<file path="config.mk">
export PLATFORM = sky130hd
export DESIGN_NAME = jtag_tap
export DESIGN_NICKNAME = d
export VERILOG_FILES = /design/src/rtl/jtag_pkg.sv /design/src/rtl/jtag_sync.sv /design/src/rtl/jtag_tap.sv
export SDC_FILE = /design/constraint.sdc
export NUM_CORES = 1
export LEC_CHECK = 0
export CAP_MARGIN = 20
export CORE_MARGIN = 2
export CORE_UTILIZATION = 38
export CTS_BUF_LIST = sky130_fd_sc_hd__clkbuf_8
export DETAILED_ROUTE_END_ITERATION = 8
export PLACE_DENSITY_LB_ADDON = 0.1
export SLEW_MARGIN = 15
export SYNTH_ARGS = -nofsm -noshare
export SYNTH_HDL_FRONTEND = slang
export SYNTH_SLANG_ARGS = --single-unit
</file>
<file path="constraint.sdc">
create_clock -name clk -period 2.64 [get_ports clk]
set_input_delay 0.528 -clock clk [delete_from_list [all_inputs] [get_ports clk]]
set_output_delay 0.528 -clock clk [all_outputs]
set_load 0.01 [all_outputs]
</file>
<file path="src/rtl/jtag_pkg.sv">
// Shared TAP definitions: state encoding, IR opcodes, DR selection and the
// 1149.1 next-state function.
package jtag_pkg;

  typedef enum logic [3:0] {
    TEST_LOGIC_RESET,
    RUN_TEST_IDLE,
    SELECT_DR_SCAN,
    CAPTURE_DR,
    SHIFT_DR,
    EXIT1_DR,
    PAUSE_DR,
    EXIT2_DR,
    UPDATE_DR,
    SELECT_IR_SCAN,
    CAPTURE_IR,
    SHIFT_IR,
    EXIT1_IR,
    PAUSE_IR,
    EXIT2_IR,
    UPDATE_IR
  } tap_state_e;

  typedef enum logic [1:0] {
    DR_IDCODE,
    DR_BYPASS,
    DR_EXT
  } dr_sel_e;

  localparam logic [4:0] IR_IDCODE = 5'h01;
  localparam logic [4:0] IR_DTMCS  = 5'h10;
  localparam logic [4:0] IR_DMI    = 5'h11;
  localparam logic [4:0] IR_BYPASS = 5'h1f;

  function automatic tap_state_e tap_next(input tap_state_e s, input logic tms);
    tap_state_e n;
    n = s;
    unique case (s)
      TEST_LOGIC_RESET: n = tms ? TEST_LOGIC_RESET : RUN_TEST_IDLE;
      RUN_TEST_IDLE:    n = tms ? SELECT_DR_SCAN   : RUN_TEST_IDLE;
      SELECT_DR_SCAN:   n = tms ? SELECT_IR_SCAN   : CAPTURE_DR;
      CAPTURE_DR:       n = tms ? EXIT1_DR         : SHIFT_DR;
      SHIFT_DR:         n = tms ? EXIT1_DR         : SHIFT_DR;
      EXIT1_DR:         n = tms ? UPDATE_DR        : PAUSE_DR;
      PAUSE_DR:         n = tms ? EXIT2_DR         : PAUSE_DR;
      EXIT2_DR:         n = tms ? UPDATE_DR        : SHIFT_DR;
      UPDATE_DR:        n = tms ? SELECT_DR_SCAN   : RUN_TEST_IDLE;
      SELECT_IR_SCAN:   n = tms ? TEST_LOGIC_RESET : CAPTURE_IR;
      CAPTURE_IR:       n = tms ? EXIT1_IR         : SHIFT_IR;
      SHIFT_IR:         n = tms ? EXIT1_IR         : SHIFT_IR;
      EXIT1_IR:         n = tms ? UPDATE_IR        : PAUSE_IR;
      PAUSE_IR:         n = tms ? EXIT2_IR         : PAUSE_IR;
      EXIT2_IR:         n = tms ? UPDATE_IR        : SHIFT_IR;
      UPDATE_IR:        n = tms ? SELECT_DR_SCAN   : RUN_TEST_IDLE;
      default:          n = TEST_LOGIC_RESET;
    endcase
    return n;
  endfunction

endpackage

</file>
<file path="src/rtl/jtag_sync.sv">
// Multi-flop synchronizer for one JTAG pin, with single-cycle rise/fall
// strobes derived from the synchronized level.
module jtag_sync #(
  parameter int unsigned STAGES  = 2,
  parameter logic        RST_VAL = 1'b0
) (
  input  logic clk,
  input  logic rst,
  input  logic d,
  output logic q,
  output logic rise,
  output logic fall
);

  logic [STAGES-1:0] chain;
  logic              prev;

  always_ff @(posedge clk) begin
    if (rst) begin
      chain <= {STAGES{RST_VAL}};
      prev  <= RST_VAL;
    end else begin
      chain <= {chain[STAGES-2:0], d};
      prev  <= chain[STAGES-1];
    end
  end

  always_comb begin
    q    = chain[STAGES-1];
    rise = chain[STAGES-1] & ~prev;
    fall = ~chain[STAGES-1] & prev;
  end

endmodule

</file>
<file path="src/rtl/jtag_tap.sv">
// IEEE 1149.1 TAP controller clocked by the system clock: oversampled pins,
// 16-state FSM, IR, IDCODE/BYPASS registers and a shift port for the DTM.
module jtag_tap
  import jtag_pkg::*;
#(
  parameter int unsigned IR_WIDTH    = 5,
  parameter logic [31:0] IDCODE      = 32'h1000_0001,
  parameter int unsigned SYNC_STAGES = 2
) (
  input  logic                clk,
  input  logic                rst,
  input  logic                tck,
  input  logic                tms,
  input  logic                tdi,
  input  logic                n_trst,
  output logic                tdo,
  output logic                tdo_oe,
  output logic [IR_WIDTH-1:0] ir,
  output logic                dr_capture,
  output logic                dr_shift,
  output logic                dr_update,
  output logic                dr_tdi,
  input  logic                dr_tdo
);

  localparam logic [IR_WIDTH-1:0] IR_RESET = IR_WIDTH'(IR_IDCODE);

  logic       tck_rise, tck_fall;
  logic       tms_q, tdi_q, trst_q;
  logic [6:0] sync_unused;

  jtag_sync #(.STAGES(SYNC_STAGES), .RST_VAL(1'b0)) u_sync_tck (
    .clk(clk), .rst(rst), .d(tck),
    .q(sync_unused[0]), .rise(tck_rise), .fall(tck_fall)
  );
  jtag_sync #(.STAGES(SYNC_STAGES), .RST_VAL(1'b0)) u_sync_tms (
    .clk(clk), .rst(rst), .d(tms),
    .q(tms_q), .rise(sync_unused[1]), .fall(sync_unused[2])
  );
  jtag_sync #(.STAGES(SYNC_STAGES), .RST_VAL(1'b0)) u_sync_tdi (
    .clk(clk), .rst(rst), .d(tdi),
    .q(tdi_q), .rise(sync_unused[3]), .fall(sync_unused[4])
  );
  jtag_sync #(.STAGES(SYNC_STAGES), .RST_VAL(1'b1)) u_sync_trst (
    .clk(clk), .rst(rst), .d(n_trst),
    .q(trst_q), .rise(sync_unused[5]), .fall(sync_unused[6])
  );

  tap_state_e          state;
  logic [IR_WIDTH-1:0] ir_shift;
  logic [31:0]         idcode_reg;
  logic                bypass_reg;
  dr_sel_e             dr_sel;
  logic                dr_lsb;

  always_comb begin
    dr_sel = DR_EXT;
    if (ir == IR_RESET)             dr_sel = DR_IDCODE;
    else if (ir == '1 || ir == '0)  dr_sel = DR_BYPASS;
  end

  always_comb begin
    dr_lsb = dr_tdo;
    unique case (dr_sel)
      DR_IDCODE: dr_lsb = idcode_reg[0];
      DR_BYPASS: dr_lsb = bypass_reg;
      default:   dr_lsb = dr_tdo;
    endcase
  end

  // Rise-edge work keys off the state before the transition; fall-edge work
  // sees the state the preceding rise just entered.
  always_ff @(posedge clk) begin
    if (rst || !trst_q) begin
      state      <= TEST_LOGIC_RESET;
      ir         <= IR_RESET;
      ir_shift   <= IR_RESET;
      idcode_reg <= IDCODE;
      bypass_reg <= 1'b0;
      tdo        <= 1'b0;
      tdo_oe     <= 1'b0;
      dr_capture <= 1'b0;
      dr_shift   <= 1'b0;
      dr_update  <= 1'b0;
      dr_tdi     <= 1'b0;
    end else begin
      dr_capture <= 1'b0;
      dr_shift   <= 1'b0;
      dr_update  <= 1'b0;

      if (state == TEST_LOGIC_RESET) begin
        ir       <= IR_RESET;
        ir_shift <= IR_RESET;
      end

      if (tck_rise) begin
        state <= tap_next(state, tms_q);
        unique case (state)
          CAPTURE_IR: ir_shift <= IR_WIDTH'(1);
          SHIFT_IR:   ir_shift <= {tdi_q, ir_shift[IR_WIDTH-1:1]};
          CAPTURE_DR: begin
            idcode_reg <= IDCODE;
            bypass_reg <= 1'b0;
            dr_capture <= (dr_sel == DR_EXT);
          end
          SHIFT_DR: begin
            unique case (dr_sel)
              DR_IDCODE: idcode_reg <= {tdi_q, idcode_reg[31:1]};
              DR_BYPASS: bypass_reg <= tdi_q;
              default: begin
                dr_shift <= 1'b1;
                dr_tdi   <= tdi_q;
              end
            endcase
          end
          default: ;
        endcase
      end

      if (tck_fall) begin
        tdo_oe <= (state == SHIFT_IR) || (state == SHIFT_DR);
        if (state == UPDATE_IR) ir <= ir_shift;
        if (state == UPDATE_DR && dr_sel == DR_EXT) dr_update <= 1'b1;
        if (state == SHIFT_IR)      tdo <= ir_shift[0];
        else if (state == SHIFT_DR) tdo <= dr_lsb;
      end
    end
  end

endmodule

</file>
==> run summary <==
The die footprint is 7940 um2. Setup violations remaining at the end of the flow were counted as 0. Mean instance size in the synthesized netlist: 9.36 um2.

Counting both buffers and inverters, the worst setup path holds a total of 0. The first global-routing pass estimated 8490 um of wire. Timing analysis after detailed placement gives a worst setup slack of 0.612 ns. For the pin with the worst max-slew slack, the measured transition is 0.687 ns.

The proportion of synthesized chip area in sequential cells was 45.1%. In the post-synthesis netlist, the cell with the most instances is sky130_fd_sc_hd__dfxtp_1. Uppermost layer routed: met4. The logs give 0 for the number of inserted diodes and 0.33 ns for the later-pin clock latency in the skew report. Across the run, the number of max-cap violations was 0. The worst path needs 2.01 ns of the cycle, external delays included.

The number of flip-flops and latches in the synthesized netlist was 62; the total power consumption of the routed design was 1.93 mW. The maximum clock skew at final layout is 0.00968 ns, and the count of flip-flops with a built-in enable after synthesis is 0. The worst pin sits at a relative slew slack of 54.2%. Walking the worst path, the cells encountered are and3b_1 > a41oi_4 > nor2_8 > mux2i_1. Cells with a size suffix above 1 make up 11.3% of the layout. The number of different library cells used by synthesis comes to 45. The number of DRC violations after detailed-routing iteration 0 was 100; the critical path data required time was 2.89 ns.

The maximum fanout count along the critical path came out at 30. By area the synthesized netlist is led by sky130_fd_sc_hd__dfxtp_1 45%, sky130_fd_sc_hd__mux2i_1 12%, sky130_fd_sc_hd__nand3_1 5.6%. The tools report the achievable clock frequency as 0.497 GHz. The final sum of negative setup slack came out at 0 ns. The starting utilization of the core area came out at 38.6%. In this run the power density over the cells is 606 nW/um2. The worst-case IR drop observed on VDD is 302 uV. The die extent in y works out to 89.1 um. The core region area was 7140 um2. X dimension of the die: 89.1 um. The number of clock buffers inserted by TritonCTS is 9.

From synthesis to final layout, the design area changed by 15.7%. For the total length of routed met3 wires, the log shows 174 um. The logs give 1716 for the number of global-route vias before repair and 0.626 ns for the worst setup slack after layout. For this run, asynchronously set or reset flops after synthesis account for 0%. The commonest cells after synthesis are 62 x sky130_fd_sc_hd__dfxtp_1, 38 x sky130_fd_sc_hd__nand2_1, 32 x sky130_fd_sc_hd__mux2i_1. The count of nets left with antenna violations once routing finished came out at 0. The logs give 62 for the total number of clock tree sinks and 5 for the number of detailed-route iterations in the first pass. The tools report the routed length on met2 as 2160 um. The initial antenna violation count was 0. When the netlist entered floorplanning its net count stood at 301.

In the final design database the tool counted 311 nets. The run finished with clean final reports. The root buffer selected by CTS was sky130_fd_sc_hd__clkbuf_8.

Flip-flop count of the largest register after layout: 32. The tools report the utilization of the core after routing as 44.6%. Entering global routing, the biggest net connects 70 pins.

The tools report the number of buffers inserted by hold repair at cts as 0. Dividing the detail-routed via count by the number of cells gives 4.88. Post-CTS timing repair inserted 0 buffers for setup.

For the worst-case clock buffer depth, the log shows 2. The initialized floorplan defines 31 standard-cell rows. Cell class contributing the biggest share of worst-path delay: simple AND/OR/NAND/NOR gates. The filler cells instantiated in the layout total 727.

18 I/O pins were placed. For this run, design rule violations remaining after detail routing come to 0. The congestion estimate from routability-driven global placement came to 0.766.

The run gives 1.04 nW as the leakage power. After synthesis, the largest area contributor takes up 45.1% of total cell area. Setup repair after global routing left no endpoint under its margin.

TritonCTS built the clock tree. The total routing usage reported by global routing came out at 13.7%. Synthesis produced a netlist whose cell count is 294. The final max-slew violation count is 0, and the number of buffers added on ports is 17.

The kind of capture point of the worst setup path is a register. The min-delay analysis places its worst path in the category reg2reg. For this run, the number of Yosys warnings is 0. In the final routed layout, each cell accounts on average for 12.5 um.

Summed over all layers, the routed wires come to 5110 um. Among all flip-flop cells after synthesis, the most frequent one is sky130_fd_sc_hd__dfxtp_1. Portion of the clock cycle consumed by the worst path in the final layout: 76.3%. For this block, the via count after detailed routing is 1989. The post-cts gate resize count came out at 0. The largest incremental delay on the critical path came out at 0.66 ns. The critical path class was reg2reg. For this design, the slowest cell found on the critical path is sky130_fd_sc_hd__dfxtp_1. sky130_fd_sc_hd__dfxtp_1 takes more of the synthesized area than any other cell. For the data arrival time of the critical path, the log shows 2.27 ns. The number of levels in the clock H-tree is 3, and the clock-pin slew of the registers on the worst-case setup and hold paths is 0.07 ns. After legalization and detailed placement, the total HPWL measured 3180 um. After detailed routing, the wire length on met1 is 2760 um. In this run the cell area of the synthesized design comes to 2750 um2.

The total overflow left after global routing is 0. The sort of element at the start of the critical path is a register. The run gives 0 as the final number of hold-violating endpoints.
-- metal layers --
metal / track usage [%] / vias up
li1: - / 1056
met5: 0 / -
met1: 21.1 / 903
met3: 4.06 / 2
met2: 17.7 / 28
met4: 4.88 / 0
-- cells by family (layout without fill, tap and decap cells) --
kind of cell	after synthesis	count (layout)	synth area share [%]
buffers and inverters	27	42	5.86
AOI/OAI and AO/OA	48	48	12.7
DFF	62	62	45.1
muxes	32	32	11.6
and+or+nand+nor	123	123	24.0
xor gates and xnor gates	2	2	0.636
-- cell usage in the layout, fill, tap and decap left out, types with 8 or more instances in the layout --
| master | count |
|---|---|
| sky130_fd_sc_hd__mux2i_1 | 32 |
| sky130_fd_sc_hd__nor2_1 | 14 |
| sky130_fd_sc_hd__clkbuf_8 | 9 |
| sky130_fd_sc_hd__dfxtp_1 | 62 |
| sky130_fd_sc_hd__a22oi_1 | 8 |
| sky130_fd_sc_hd__nand3_1 | 31 |
| sky130_fd_sc_hd__nor2b_1 | 13 |
| sky130_fd_sc_hd__nand2_1 | 38 |
| sky130_fd_sc_hd__a21oi_1 | 10 |
| sky130_fd_sc_hd__clkdlybuf4s50_1 | 17 |
-- per-stage QoR --
step           cell area (um2)  hold WS [ns]  instances
2_1_floorplan             2750         0.389        294
3_3_place_gp              2960         0.396        392
3_5_place_dp              2960         0.404        392
4_1_cts                   3180         0.427        408
5_1_grt                   3180         0.439        408
6_report                  3180         0.422        408
-- cell type report --
class	count	area (um2)	area share, %
multi-input cells	205	1360	42.6
flip-flops and latches	62	1240	39.0
repair buffers	23	228	7.15
clock buffers	9	124	3.89
well taps	99	124	3.89
clock inverters	7	98.8	3.10
inverters	3	11.3	0.354
-- where the power goes --
part | internal, mW | leakage [nW] | switching, mW | total, mW
combinational | 0.0265 | 0.431 | 0.0397 | 0.0662
sequential | 0.942 | 0.501 | 0.00861 | 0.950
clock | 0.534 | 0.109 | 0.379 | 0.913
total | 1.50 | 1.04 | 0.427 | 1.93
-- final timing paths --
| kind | start | end | slack [ns] | cells after the start |
|---|---|---|---|---|
| min | u_sync_trst.chain[0] | u_sync_trst.chain[1] | 0.42 | 1 |
| min reg2reg | u_sync_trst.chain[0] | u_sync_trst.chain[1] | 0.42 | 1 |
| max reg2reg | state[1] | idcode_reg[7] | 0.63 | 4 |
| max | state[1] | idcode_reg[7] | 0.63 | 4 |
-- worst register-to-register path, delay by kind of cell, from the launching register on --
kind	cells	cell delay, ns
AOI/OAI and AO/OA	1	0.08
muxes	1	0.26
DFF	1	0.66
and+or+nand+nor	2	0.95
No activity file was read; power rests on OpenSTA's default activity.
